<file path="src/rtl/snoop_bus_sequencer_pkg.sv">
// Shared definitions for the snooping bus sequencer: bus command codes,
// sequencer state encoding and the CPU-count ceiling.
package snoop_bus_sequencer_pkg;

  localparam int MAX_N_CPU = 8;
  localparam int CPU_W     = $clog2(MAX_N_CPU);

  typedef enum logic [1:0] {
    CMD_FILL    = 2'b00,
    CMD_WBACK   = 2'b01,
    CMD_RD_MISS = 2'b10,
    CMD_WR_MISS = 2'b11
  } bus_cmd_t;

  typedef enum logic [2:0] {
    IDLE,
    ISSUE,
    SNOOP,
    EXEC,
    WBACK,
    FILL,
    FINISH
  } state_t;

endpackage

</file>
<file path="src/rtl/snoop_bus_sequencer_priority.sv">
// Picks the lowest-index snooper (other than the issuer) that wants to
// abort and write back; the result is one-hot, or zero when nobody asks.
module snoop_priority_enc
  import snoop_bus_sequencer_pkg::*;
#(
  parameter int N_CPU = 3
) (
  input  logic [N_CPU-1:0] wb_req,
  input  logic [N_CPU-1:0] issuer,
  output logic [N_CPU-1:0] winner
);

  logic [N_CPU-1:0] cand;

  assign cand = wb_req & ~issuer;
  // Two's-complement trick isolates the lowest set bit.
  assign winner = cand & (~cand + N_CPU'(1));

endmodule

</file>
<file path="src/rtl/snoop_bus_sequencer.sv">
// Sequences one snooping-bus transaction at a time: miss broadcast, snoop
// window, optional write-back from a peer cache, then a fill from memory.
module snoop_bus_sequencer
  import snoop_bus_sequencer_pkg::*;
#(
  parameter int N_CPU      = 3,
  parameter int TAG_W      = 3,
  parameter int DATA_W     = 3,
  parameter int SNOOP_WAIT = 2
) (
  input  logic                    clock,
  input  logic                    clear_n,
  input  logic                    inst_valid,
  output logic                    inst_ready,
  input  logic [CPU_W-1:0]        inst_cpu,
  input  logic                    inst_wr,
  input  logic [TAG_W-1:0]        inst_tag,
  output logic [N_CPU-1:0]        snoop_en,
  output logic [N_CPU-1:0]        req_en,
  input  logic [N_CPU-1:0]        shared_in,
  input  logic [N_CPU-1:0]        wb_req,
  input  logic [N_CPU*DATA_W-1:0] wb_data,
  output logic                    bus_valid,
  output logic [1:0]              bus_cmd,
  output logic [TAG_W-1:0]        bus_tag,
  output logic [DATA_W-1:0]       bus_data,
  output logic                    shared,
  output logic                    done,
  output logic                    err
);

  localparam int DEPTH = 2 ** TAG_W;

  state_t            state_q, state_d;
  logic              armed_q;
  logic [CPU_W-1:0]  cpu_q;
  logic              wr_q;
  logic [TAG_W-1:0]  tag_q;
  logic [3:0]        cnt_q;
  logic              shared_q;
  logic [N_CPU-1:0]  winner_q;
  logic [DATA_W-1:0] wb_q;
  logic              err_q;
  logic [N_CPU-1:0]  issuer_oh;
  logic [N_CPU-1:0]  win_oh;
  logic [DATA_W-1:0] win_data;
  logic              accept;
  logic              bad_cpu;
  logic              snoop_last;
  logic [DATA_W-1:0] mem [DEPTH];

  assign issuer_oh  = N_CPU'(1) << cpu_q;
  assign accept     = inst_valid && inst_ready;
  assign bad_cpu    = (32'(inst_cpu) >= N_CPU);
  assign snoop_last = (state_q == SNOOP) && (cnt_q == 4'd0);
  assign shared     = shared_q;
  assign err        = err_q;

  snoop_priority_enc #(.N_CPU(N_CPU)) u_prio (
    .wb_req (wb_req),
    .issuer (issuer_oh),
    .winner (win_oh)
  );

  always_comb begin
    win_data = '0;
    for (int i = 0; i < N_CPU; i++) begin
      if (win_oh[i]) win_data = wb_data[i*DATA_W +: DATA_W];
    end
  end

  always_comb begin
    state_d    = state_q;
    inst_ready = 1'b0;
    snoop_en   = '0;
    req_en     = '0;
    bus_valid  = 1'b0;
    bus_cmd    = CMD_FILL;
    bus_tag    = '0;
    bus_data   = '0;
    done       = 1'b0;
    case (state_q)
      IDLE: begin
        inst_ready = armed_q;
        if (accept && !bad_cpu) state_d = ISSUE;
      end
      ISSUE: begin
        bus_valid = 1'b1;
        bus_cmd   = wr_q ? CMD_WR_MISS : CMD_RD_MISS;
        bus_tag   = tag_q;
        snoop_en  = ~issuer_oh;
        state_d   = SNOOP;
      end
      SNOOP: begin
        snoop_en = ~issuer_oh;
        if (snoop_last) state_d = EXEC;
      end
      EXEC: begin
        req_en  = issuer_oh;
        state_d = (|winner_q) ? WBACK : FILL;
      end
      WBACK: begin
        bus_valid = 1'b1;
        bus_cmd   = CMD_WBACK;
        bus_tag   = tag_q;
        bus_data  = wb_q;
        state_d   = FILL;
      end
      // Memory read is combinational, so a write-back one cycle earlier is already visible.
      FILL: begin
        bus_valid = 1'b1;
        bus_cmd   = CMD_FILL;
        bus_tag   = tag_q;
        bus_data  = mem[tag_q];
        req_en    = issuer_oh;
        state_d   = FINISH;
      end
      FINISH: begin
        done    = 1'b1;
        state_d = IDLE;
      end
      default: state_d = IDLE;
    endcase
  end

  always_ff @(posedge clock or negedge clear_n) begin
    if (!clear_n) begin
      state_q  <= IDLE;
      armed_q  <= 1'b0;
      cpu_q    <= '0;
      wr_q     <= 1'b0;
      tag_q    <= '0;
      cnt_q    <= '0;
      shared_q <= 1'b0;
      winner_q <= '0;
      wb_q     <= '0;
      err_q    <= 1'b0;
    end else begin
      state_q <= state_d;
      armed_q <= 1'b1;
      err_q   <= 1'b0;
      if (accept) begin
        if (bad_cpu) begin
          err_q <= 1'b1;
        end else begin
          cpu_q <= inst_cpu;
          wr_q  <= inst_wr;
          tag_q <= inst_tag;
        end
      end
      if (state_q == ISSUE) cnt_q <= 4'(SNOOP_WAIT - 1);
      else if (state_q == SNOOP && cnt_q != 4'd0) cnt_q <= cnt_q - 4'd1;
      // Snoop responses are sampled only on the final cycle of the window.
      if (snoop_last) begin
        shared_q <= |(shared_in & ~issuer_oh);
        winner_q <= win_oh;
        wb_q     <= win_data;
      end
    end
  end

  always_ff @(posedge clock or negedge clear_n) begin
    if (!clear_n) begin
      for (int k = 0; k < DEPTH; k++) mem[k] <= DATA_W'(k);
    end else if (state_q == WBACK) begin
      mem[tag_q] <= wb_q;
    end
  end

endmodule

</file>
<file path="config.mk">
export PLATFORM = sky130hd
export DESIGN_NAME = snoop_bus_sequencer
export DESIGN_NICKNAME = d
export VERILOG_FILES = /design/src/rtl/snoop_bus_sequencer_pkg.sv /design/src/rtl/snoop_bus_sequencer_priority.sv /design/src/rtl/snoop_bus_sequencer.sv
export SDC_FILE = /design/constraint.sdc
export NUM_CORES = 1
export LEC_CHECK = 0
export CAP_MARGIN = 20
export CELL_PAD_IN_SITES_DETAIL_PLACEMENT = 0
export CELL_PAD_IN_SITES_GLOBAL_PLACEMENT = 1
export CORE_MARGIN = 10
export CORE_UTILIZATION = 35
export DETAILED_ROUTE_END_ITERATION = 6
export PLACE_DENSITY_LB_ADDON = 0.1
export SETUP_SLACK_MARGIN = 0.02
export SLEW_MARGIN = 20
export SYNTH_ARGS = -nofsm -noshare
export SYNTH_HDL_FRONTEND = slang
export SYNTH_SLANG_ARGS = --single-unit
</file>
<file path="constraint.sdc">
create_clock -name clock -period 2 [get_ports clock]
set_input_delay 0.2 -clock clock [delete_from_list [all_inputs] [get_ports clock]]
set_output_delay 0.2 -clock clock [all_outputs]
set_load 0.1 [all_outputs]
</file>
======== Yosys cells after proc, flatten, opt, wreduce, memory -nomap -nowiden ========
Cells that the tools add are included.
W data, S select, Z words.
cells by class
  order comparisons ....................... 3
  eq/ne operators ......................... 8
  reduce and logical (&&, ||, !) cells .... 17
  mux-type cells .......................... 26
  shifts and indexed selects .............. 1
  $add $sub $neg .......................... 2
  bitwise gates (word level) .............. 7
operators with widths
  operator               count
  $mux W3                11
  $bwmux W24             1
  $pmux W3 S6            1
  $and A3 B3 Y3          3
  $bmux W3 S3            1
  $demux W3 S3           1
  $eq A3 B3 Y1 const B   3
  $reduce_or A3 Y1       3
  $mux W4                2
  $mux W1                7
  $eq A3 B2 Y1 const B   2
  $not A3 Y3             2
  $pmux W3 S2            1
  $logic_and A1 B1 Y1    5
  $ge A4 B4 Y1 const B   1
  $logic_not A4 Y1       1
  $lt A4 B1 Y1 const B   1
  $ne A2 B2 Y1 const B   2
  $not A3 Y4             1
  $pmux W2 S2            1
  $reduce_and A2 Y1      2
  $reduce_bool A4 Y1     1
  $reduce_or A2 Y1       2
  $sub A4 B1 Y4 const B  1
  8 further kinds        8
word-level totals
  logic and storage cells ................. 82
  register bits ........................... 47
  bits of input ports ..................... 25

======== Longest topological paths before layout ========
Gate-level depths: netlist of run 1.
  depth in word-level cells ............... 9
  mapped depth ............................ 7
  gate-level depth less buffers ........... 6

======== Modules after synthesis ========
From an unflattened synthesis of run 1, not the netlist that was laid out.
unflattened totals
  cells, all modules ...................... 223
  area total of the unflattened synthesis .. 2548.7 um^2
by module, submodules not included
  module               area each (um^2)  times used  cells each
  snoop_bus_sequencer  2504.9            1           219
  snoop_priority_enc   43.8              1           4

======== Least setup slack after synthesis of run 1 ========
Ideal clock, no wire load.
  kind .................................... reg2out
  start point ............................. register state_q[2]
  end point ............................... output port req_en[2]
  setup slack ............................. -1.389 ns
  arrival ................................. 3.189 ns
  stages on the path, launching flop included .. 6
  cell sequence ........................... dfrtp_1 buf_2 inv_1 nor2_1 o21ai_0 nor3b_1
on the way
  longest elaborated chain between the ends .. 3
RTL lines
  element                                              RTL line                    source
  start, declared                                      snoop_bus_sequencer.sv:34   state_t state_q, state_d;
  start signal, assigned                               snoop_bus_sequencer.sv:139  state_q <= state_d;
  $eq A3 B3 Y1 / $eq A3 B2 Y1 (equally long branches)  snoop_bus_sequencer.sv:82   case (state_q)
  $reduce_or A2 Y1 (no line) *                         -
  $mux W3 *                                            snoop_bus_sequencer.sv:82
  end, declared                                        snoop_bus_sequencer.sv:19   output logic [N_CPU-1:0] req_en,
Mark *: on every way between the ends. The rest lies on a longest branch, timed or not.

======== Worst setup path after layout of run 1 ========
  start point ............................. register tag_q[0]
  end point ............................... output port bus_data[2]
on the way
  longest elaborated chain between the ends .. 5
RTL lines
  element                                      RTL line                    source
  start, declared                              snoop_bus_sequencer.sv:38   logic [TAG_W-1:0] tag_q;
  start signal, assigned                       snoop_bus_sequencer.sv:148  tag_q <= inst_tag;
  $not A3 Y4 (not written as such)             snoop_bus_sequencer.sv:114  bus_data = mem[tag_q];
  $bmux W3 S3                                  snoop_bus_sequencer.sv:114
  $mux W3 (not written as such) (2 in series)  snoop_bus_sequencer.sv:114
  $pmux W3 S2                                  snoop_bus_sequencer.sv:82
  end, declared                                snoop_bus_sequencer.sv:26   output logic [DATA_W-1:0] bus_data,
No other way between the ends. The select of a mux whose other input is x is not followed.

==> summary.txt, run 1 <==
Die
  – Placeable Area: 0.00683 mm²
  – Initial Utilization: 36.3%
  – Die area: 0.0109 mm²
  – # rows: 30
  – # IOs: 44
  – Chip width: 104 µm
  – DIE HEIGHT: 104 µm

Synthesis
  – Compound-cell area share of the yosys netlist: 12.0%
  – Synth area leaders: dfrtp_1 35%, mux2_2 14%, dfstp_2 13%, nand2_1 2.9%, nor2_1 2.9%
  – Multiplexer area fraction after synthesis: 17.9%
  – Largest family of logic cells by synthesized area: multiplexers
  – Post-Syn Area: 0.00248 mm²
  – Simple-gate share of the synthesized area: 16.1%
  – Gate Count Post-Synth: 229
  – Sequential share of the synthesized area: 48.0%
  – Seq cells post-synth: 47
  – Synth Warn #: 0
  – Mean Syn Cell Area: 10.8 µm²
  – Synth Area in Adders: 1.01%
  – Post-synthesis xor/xnor area fraction: 1.06%
  – Area leader, netlist: dfrtp_1
  – Top-area cell type share of the netlist area: 35.3%
  – Syn_nets: 256
  – Yosys cell types: 46

Final layout
  – Layout cells sized above 1: 45.3%
  – Commonest non-fill, non-tap cells in the layout: 30 x mux2_2, 29 x dfrtp_1, 23 x clkdlybuf4s50_1
  – Most common cell after layout, fill and taps aside: mux2_2
  – Finished Cell Area: 0.00353 mm²
  – Nets@finish: 313
  – Final Instance Count excl. Fillers: 383
  – Area added between synthesis and finish: 42.4%
  – Core utilization of the finished layout: 51.7%
  – Diodes inserted: 0

Setup path
  – Setup crit start kind: flip-flop
  – Worst endpoint required time: 1.80 ns
  – Worst path slowest cell: mux4_2
  – Crit path arrival time: 1.79 ns
  – Critical Path End Type: output pin
  – R2r setup slk: 0.13 ns
  – Crit path kind: reg -> out
  – Critical Path Max Stage Delay: 0.53 ns
  – CP Cell Sequence: mux4_2, mux2i_2, a21oi_4, buf_12
  – CP max FO: 6
  – R2R cell count: 5

Hold path
  – Hold WC Path Type: in -> async

Timing
  – Slew HR: 66.0%
  – Final setup violation count: 0
  – Worst slew pin tran: 0.511 ns
  – Min cycle time layout: 1.99 ns
  – RSZ-0062 raised after global routing: true
  – Tcrit/Tclk final: 99.4%
  – Fin Hold WS: 0.395 ns
  – Max-slew violations: 0
  – Final hold viol count: 0
  – Total negative slack: 0 ns
  – Final clock skew: 0.0132 ns
  – Fmax achieved: 0.503 GHz

Clocking
  – Clock Tree Buf Depth: 2
  – Worst skew pair latency: 0.30 ns
  – CTS tree: done
  – Htree depth: 2
  – Clock sink total: 47
  – CTS root buf: clkbuf_8
  – CTS Buf Count: 5
  – Clock Pin Slew Worst Setup and Hold Paths: 0.10 ns

Global route
  – Largest net degree at the start of global routing: 29
  – GRT Total Usage: 11.5%
  – Global-route wire length before repair: 10400 µm
  – Gr ovfl total: 0
  – Vias in the first global route: 1962
  – Initial antenna violation count: 0

Power and ir drop
  – Int Pwr: 3.20 mW
  – Switching portion of total power: 47.9%
  – Pwr Density: 1740 mW/mm²
  – Part of the power in registers: 28.7%
  – Peak supply drop: 0.640 mV
  – Clk pwr share: 10.0%
  – Sw Pwr: 2.94 mW
  – Gate power share: 61.3%
  – Leak: 1.47 nW

Drt
  – Via/cell ratio: 4.99
  – Routed vias: 1913
  – Met1 Wirelength: 3140 µm
  – DR WL/cell: 16.1 µm
  – Antenna Nets Post-Route: 0
  – Met2 WL post-DR: 2700 µm
  – Top Metal Used: met4
  – # DRC: 0
  – Pre-Repair DR Iteration Count: 4
  – 1st-iter DRT viols: 64
  – DR WL met3: 277 µm
  – Total Wirelength: 6170 µm

Placed design
  – DP Wirelength: 4680 µm
  – Dpl cell area: 0.00329 mm²
  – Placed cells: 364
  – GPL Wtd Cong: 0.756
  – Number of port buffers: 43

Outcome
  – Outcome: finished clean

Run
  – Max Cap Viol: 0
-- state kept, by name (all words and copies together), names as in the netlist --
signal    cells
mem          24
wr_q          1
cpu_q         3
state_q       3
wb_q          3
shared        1
tag_q         3
cnt_q         4
err           1
winner_q      3
armed_q       1
-- per-stage QoR --
| step | setup WS (ns) | power, mW |
|---|---|---|
| 4_1_cts | -0.00888 | 6.00 |
| 6_report | 0.0128 | 6.14 |
| 2_1_floorplan | -0.525 | 4.12 |
| 3_3_place_gp | 0.169 | 5.27 |
| 3_5_place_dp | 0.151 | 5.30 |
| 5_1_grt | -0.0723 | 6.52 |
-- layout make-up --
type	count	area [µm²]
fill	626	3300
sequential	47	1200
timing repair buffer	64	767
clock buffer	6	82.6
tap	96	120
multi-input combinational	161	1320
clock inverter	2	16.3
inverter	7	26.3
-- repair_timing --
action / CTS / global route
resized for setup: 10 / 8
endpoints found under the hold margin: 15 / 0
pin swaps: 5 / 0
setup endpoints to repair: 6 / 11
hold buffers: 1 / 0
setup buffers: 2 / 8
-- path summary, 6_finish.rpt --
path / start / endpoint
min: clear_n / mem[3]$_DFFE_PN0P_
max: tag_q[0]$_DFFE_PN0P_ / bus_data[2]
min reg2reg: mem[16]$_DFFE_PN1P_ / mem[16]$_DFFE_PN1P_
max reg2reg: cnt_q[0]$_DFFE_PN0P_ / winner_q[0]$_DFFE_PN0P_
min in group clock: mem[16]$_DFFE_PN1P_ / mem[16]$_DFFE_PN1P_
max in group asynchronous: clear_n / mem[16]$_DFFE_PN1P_
-- per-layer routing --
metal / global-route usage (%) / vias to the layer above
li1: - / 934
met5: 0 / -
met3: 2.85 / 7
met1: 16.1 / 931
met2: 17.1 / 41
met4: 2.68 / 0
-- synth_stat cells, drive strengths merged --
library cell / count
mux2: 30
clkbuf: 4
nor2b: 3
a22oi: 2
o22ai: 1
nor2: 19
or2: 1
ha: 2
a21oi: 5
conb: 1
o31ai: 3
nand2: 19
nor3: 6
xor2: 1
nand3b: 3
o211ai: 1
a32o: 1
dfstp: 12
xnor2: 2
nor3b: 5
a221oi: 6
a32oi: 2
nand4: 1
o32ai: 1
or3b: 1
and2: 6
o21ai: 12
buf: 10
and3: 2
mux2i: 6
o2bb2ai: 1
nand3: 6
inv: 7
a31oi: 1
mux4: 2
nand2b: 2
or3: 1
o41ai: 1
nor4b: 1
dfrtp: 35
o311a: 1
a21o: 3
-- kinds of logic after synthesis --
| kind of cell | Yosys count |
|---|---|
| AO/OA/AOI/OAI | 41 |
| XOR/XNOR | 3 |
| adder cells (fa/ha/maj) | 2 |
| buffers and inverters | 21 |
| flip-flops | 47 |
| multiplexers | 38 |
| other | 1 |
| AND/OR/NAND/NOR | 76 |
-- power by group through the flow --
stage                     Sequential [mW]  Clock, mW  Combinational, mW
after floorplan                      1.61          0               2.50
after global placement               1.77          0               3.50
after detailed placement             1.77          0               3.52
after CTS                            1.77      0.636               3.59
after global routing                 1.82      0.669               4.03
final                                1.76      0.617               3.76
-- critical path: cells and delay by family (launching register included) --
family	cells	cell delay, ns
multiplexers	2	0.74
flip-flops	1	0.47
buffers and inverters	1	0.18
AO/OA/AOI/OAI	1	0.09
(Power assumes the default switching activity.)
==> run 2: changes to the inputs <==
- CAP_MARGIN: 20 -> 0
- CTS_CLUSTER_SIZE: default -> 12
- RECOVER_POWER: default -> 50
==> run 2 against run 1 <==
Effect of this change:
- die area stayed put
- core utilization is 0.29 points lower
- first-iteration DRC count down 16%
- non-clock buffer count is the same
- count of clock-buffer cells in the layout unchanged
- register-to-register slack is essentially flat
- setup slack worse by 0.0012 ns
- design area decreased by 0.57%
- flip-flop and latch count unchanged
- critical path depth is the same
==> summary.txt, run 2 (synthesized netlist as in run 1, its figures left out) <==
Timing
  – Final hold viol count: 0
  – Final setup violation count: 0
  – Tcrit/Tclk final: 99.4%
  – RSZ-0062 raised after global routing: true
  – Final clock skew: 0.0132 ns
  – Total negative slack: 0 ns
  – Slew HR: 23.8%
  – Min cycle time layout: 1.99 ns
  – Worst slew pin tran: 1.14 ns
  – Fmax achieved: 0.503 GHz
  – Max-slew violations: 0

Placed design
  – DP Wirelength: 4680 µm
  – Number of port buffers: 43
  – Dpl cell area: 0.00329 mm²
  – GPL Wtd Cong: 0.756

Clocking
  – Worst skew pair latency: 0.30 ns
  – CTS root buf: clkbuf_8
  – CTS tree: done
  – Clock Pin Slew Worst Setup and Hold Paths: 0.09 ns
  – CTS Buf Count: 5
  – Htree depth: 2
  – Clock Tree Buf Depth: 2
  – Clock sink total: 47

Final layout
  – Filler instances: 628
  – Reg with most FFs: mem
  – Finished Cell Area: 0.00351 mm²
  – Layout cells sized above 1: 44.6%
  – Register area: 0.00120 mm²
  – Max reg flops: 24
  – Area of the multi-input gates: 0.00132 mm²
  – Largest regs: mem: 24 flops, cnt_q: 4 flops
  – Nets@finish: 313
  – Area added between synthesis and finish: 41.6%
  – Commonest non-fill, non-tap cells in the layout: 30 x mux2_2, 30 x dfrtp_1, 23 x clkdlybuf4s50_1
  – Diodes inserted: 0

Drt
  – 1st-iter DRT viols: 54
  – Routed vias: 1914
  – Antenna Nets Post-Route: 0
  – DR WL/cell: 16.1 µm
  – Total Wirelength: 6160 µm
  – # DRC: 0
  – Pre-Repair DR Iteration Count: 6
  – Via/cell ratio: 5.00

Run
  – Max Cap Viol: 0

Power and ir drop
  – Final Power: 6.12 mW
  – Pwr Density: 1740 mW/mm²
  – Leak: 1.47 nW
  – Gate power share: 61.3%
  – Sw Pwr: 2.94 mW
  – Peak supply drop: 0.618 mV
  – Part of the power in registers: 28.7%
  – Int Pwr: 3.18 mW
  – Clk pwr share: 10.1%
  – Switching portion of total power: 48.0%

Die
  – Die area: 0.0109 mm²
  – # IOs: 44
  – DIE HEIGHT: 104 µm
  – # rows: 30
  – Initial Utilization: 36.3%
  – Placeable Area: 0.00683 mm²
  – Chip width: 104 µm

Outcome
  – Outcome: finished clean

Global route
  – GRT Total Usage: 11.5%
  – Global-route wire length before repair: 10400 µm
  – Gr ovfl total: 0
  – Initial antenna violation count: 0
  – Vias in the first global route: 1962
  – Largest net degree at the start of global routing: 29

Setup path
  – Critical Path Max Stage Delay: 0.53 ns
  – Top Family by Delay on Critical Path: multiplexers
  – Worst path slowest cell: mux4_2
  – CP Cell Sequence: mux4_2, mux2i_2, a21oi_4, buf_12
  – CP bufs+invs: 1
  – CP max FO: 6
  – Critical Path End Type: output pin
  – Worst endpoint required time: 1.80 ns
  – Crit path arrival time: 1.79 ns
  – Setup crit start kind: flip-flop
  – Crit path kind: reg -> out

Hold path
  – Hold WC Path Type: reg -> reg
[run 2: cell count changes in the layout (fill, tap and decap cells not counted)]
cell and delta:
clkbuf_2 +2, clkbuf_4 +1, buf_12 -1, buf_4 -2, dfrtp_1 +1, clkbuf_1 +1, dfrtp_2 -1, buf_2 -1
[run 2: metrics by stage]
stage | hold WS, ns | setup WS [ns] | util, % | instances
after CTS | 0.413 | -0.00888 | 50.3 | 375
after detailed placement | 0.202 | 0.151 | 48.1 | 364
after floorplan | -0.0956 | -0.525 | - | 229
after global placement | 0.200 | 0.169 | 48.1 | 364
final | 0.490 | 0.0116 | 51.4 | 383
after global routing | 0.491 | -0.0723 | 51.4 | 383
[run 2: tightest hold or removal path: cells and delay by family, from the launching register on]
family	cells	cell delay (ns)
AO/OA/AOI/OAI	1	0.07
flip-flops	1	0.38
AND/OR/NAND/NOR	1	0.04
[run 2: power groups by stage]
stage / combinational, mW / clock (mW) / sequential, mW
2_1_floorplan: 2.50 / 0 / 1.61
5_1_grt: 4.02 / 0.669 / 1.81
4_1_cts: 3.59 / 0.636 / 1.77
6_report: 3.75 / 0.616 / 1.75
3_3_place_gp: 3.50 / 0 / 1.77
3_5_place_dp: 3.52 / 0 / 1.77
[run 2: cell type report]
| class | count | area share (%) |
|---|---|---|
| Multi-Input combinational cell | 161 | 37.6 |
| Sequential cell | 47 | 34.1 |
| Timing Repair Buffer | 64 | 21.3 |
| Tap cell | 96 | 3.42 |
| Clock buffer | 6 | 2.35 |
| Inverter | 7 | 0.748 |
| Clock inverter | 2 | 0.463 |
[run 2: layer usage]
metal	global-route usage (%)	up-vias	part of all wire (%)
li1	-	935	-
met1	16.1	931	51
met2	17.1	41	44
met3	2.85	7	4.5
met4	2.68	0	0.91
met5	0	-	0
[run 2: repair_timing]
action / in CTS / in global routing
pin swaps: 5 / 0
gates cloned: 0 / 0
setup buffers: 2 / 8
resized for setup: 10 / 8
endpoints found under the setup margin: 6 / 11
endpoints found under the hold margin: 15 / 0
hold buffers: 1 / 0
[run 2: final timing paths]
path	slack [ns]	cells past startpoint	from	to
max	0.01	4	tag_q[0]$_DFFE_PN0P_	bus_data[2]
min	0.49	2	mem[16]$_DFFE_PN1P_	mem[16]$_DFFE_PN1P_
max reg2reg	0.13	5	cnt_q[0]$_DFFE_PN0P_	winner_q[0]$_DFFE_PN0P_
min reg2reg	0.49	2	mem[16]$_DFFE_PN1P_	mem[16]$_DFFE_PN1P_
max in group asynchronous	0.23	3	clear_n	mem[16]$_DFFE_PN1P_
min in group asynchronous	0.64	2	clear_n	mem[3]$_DFFE_PN0P_
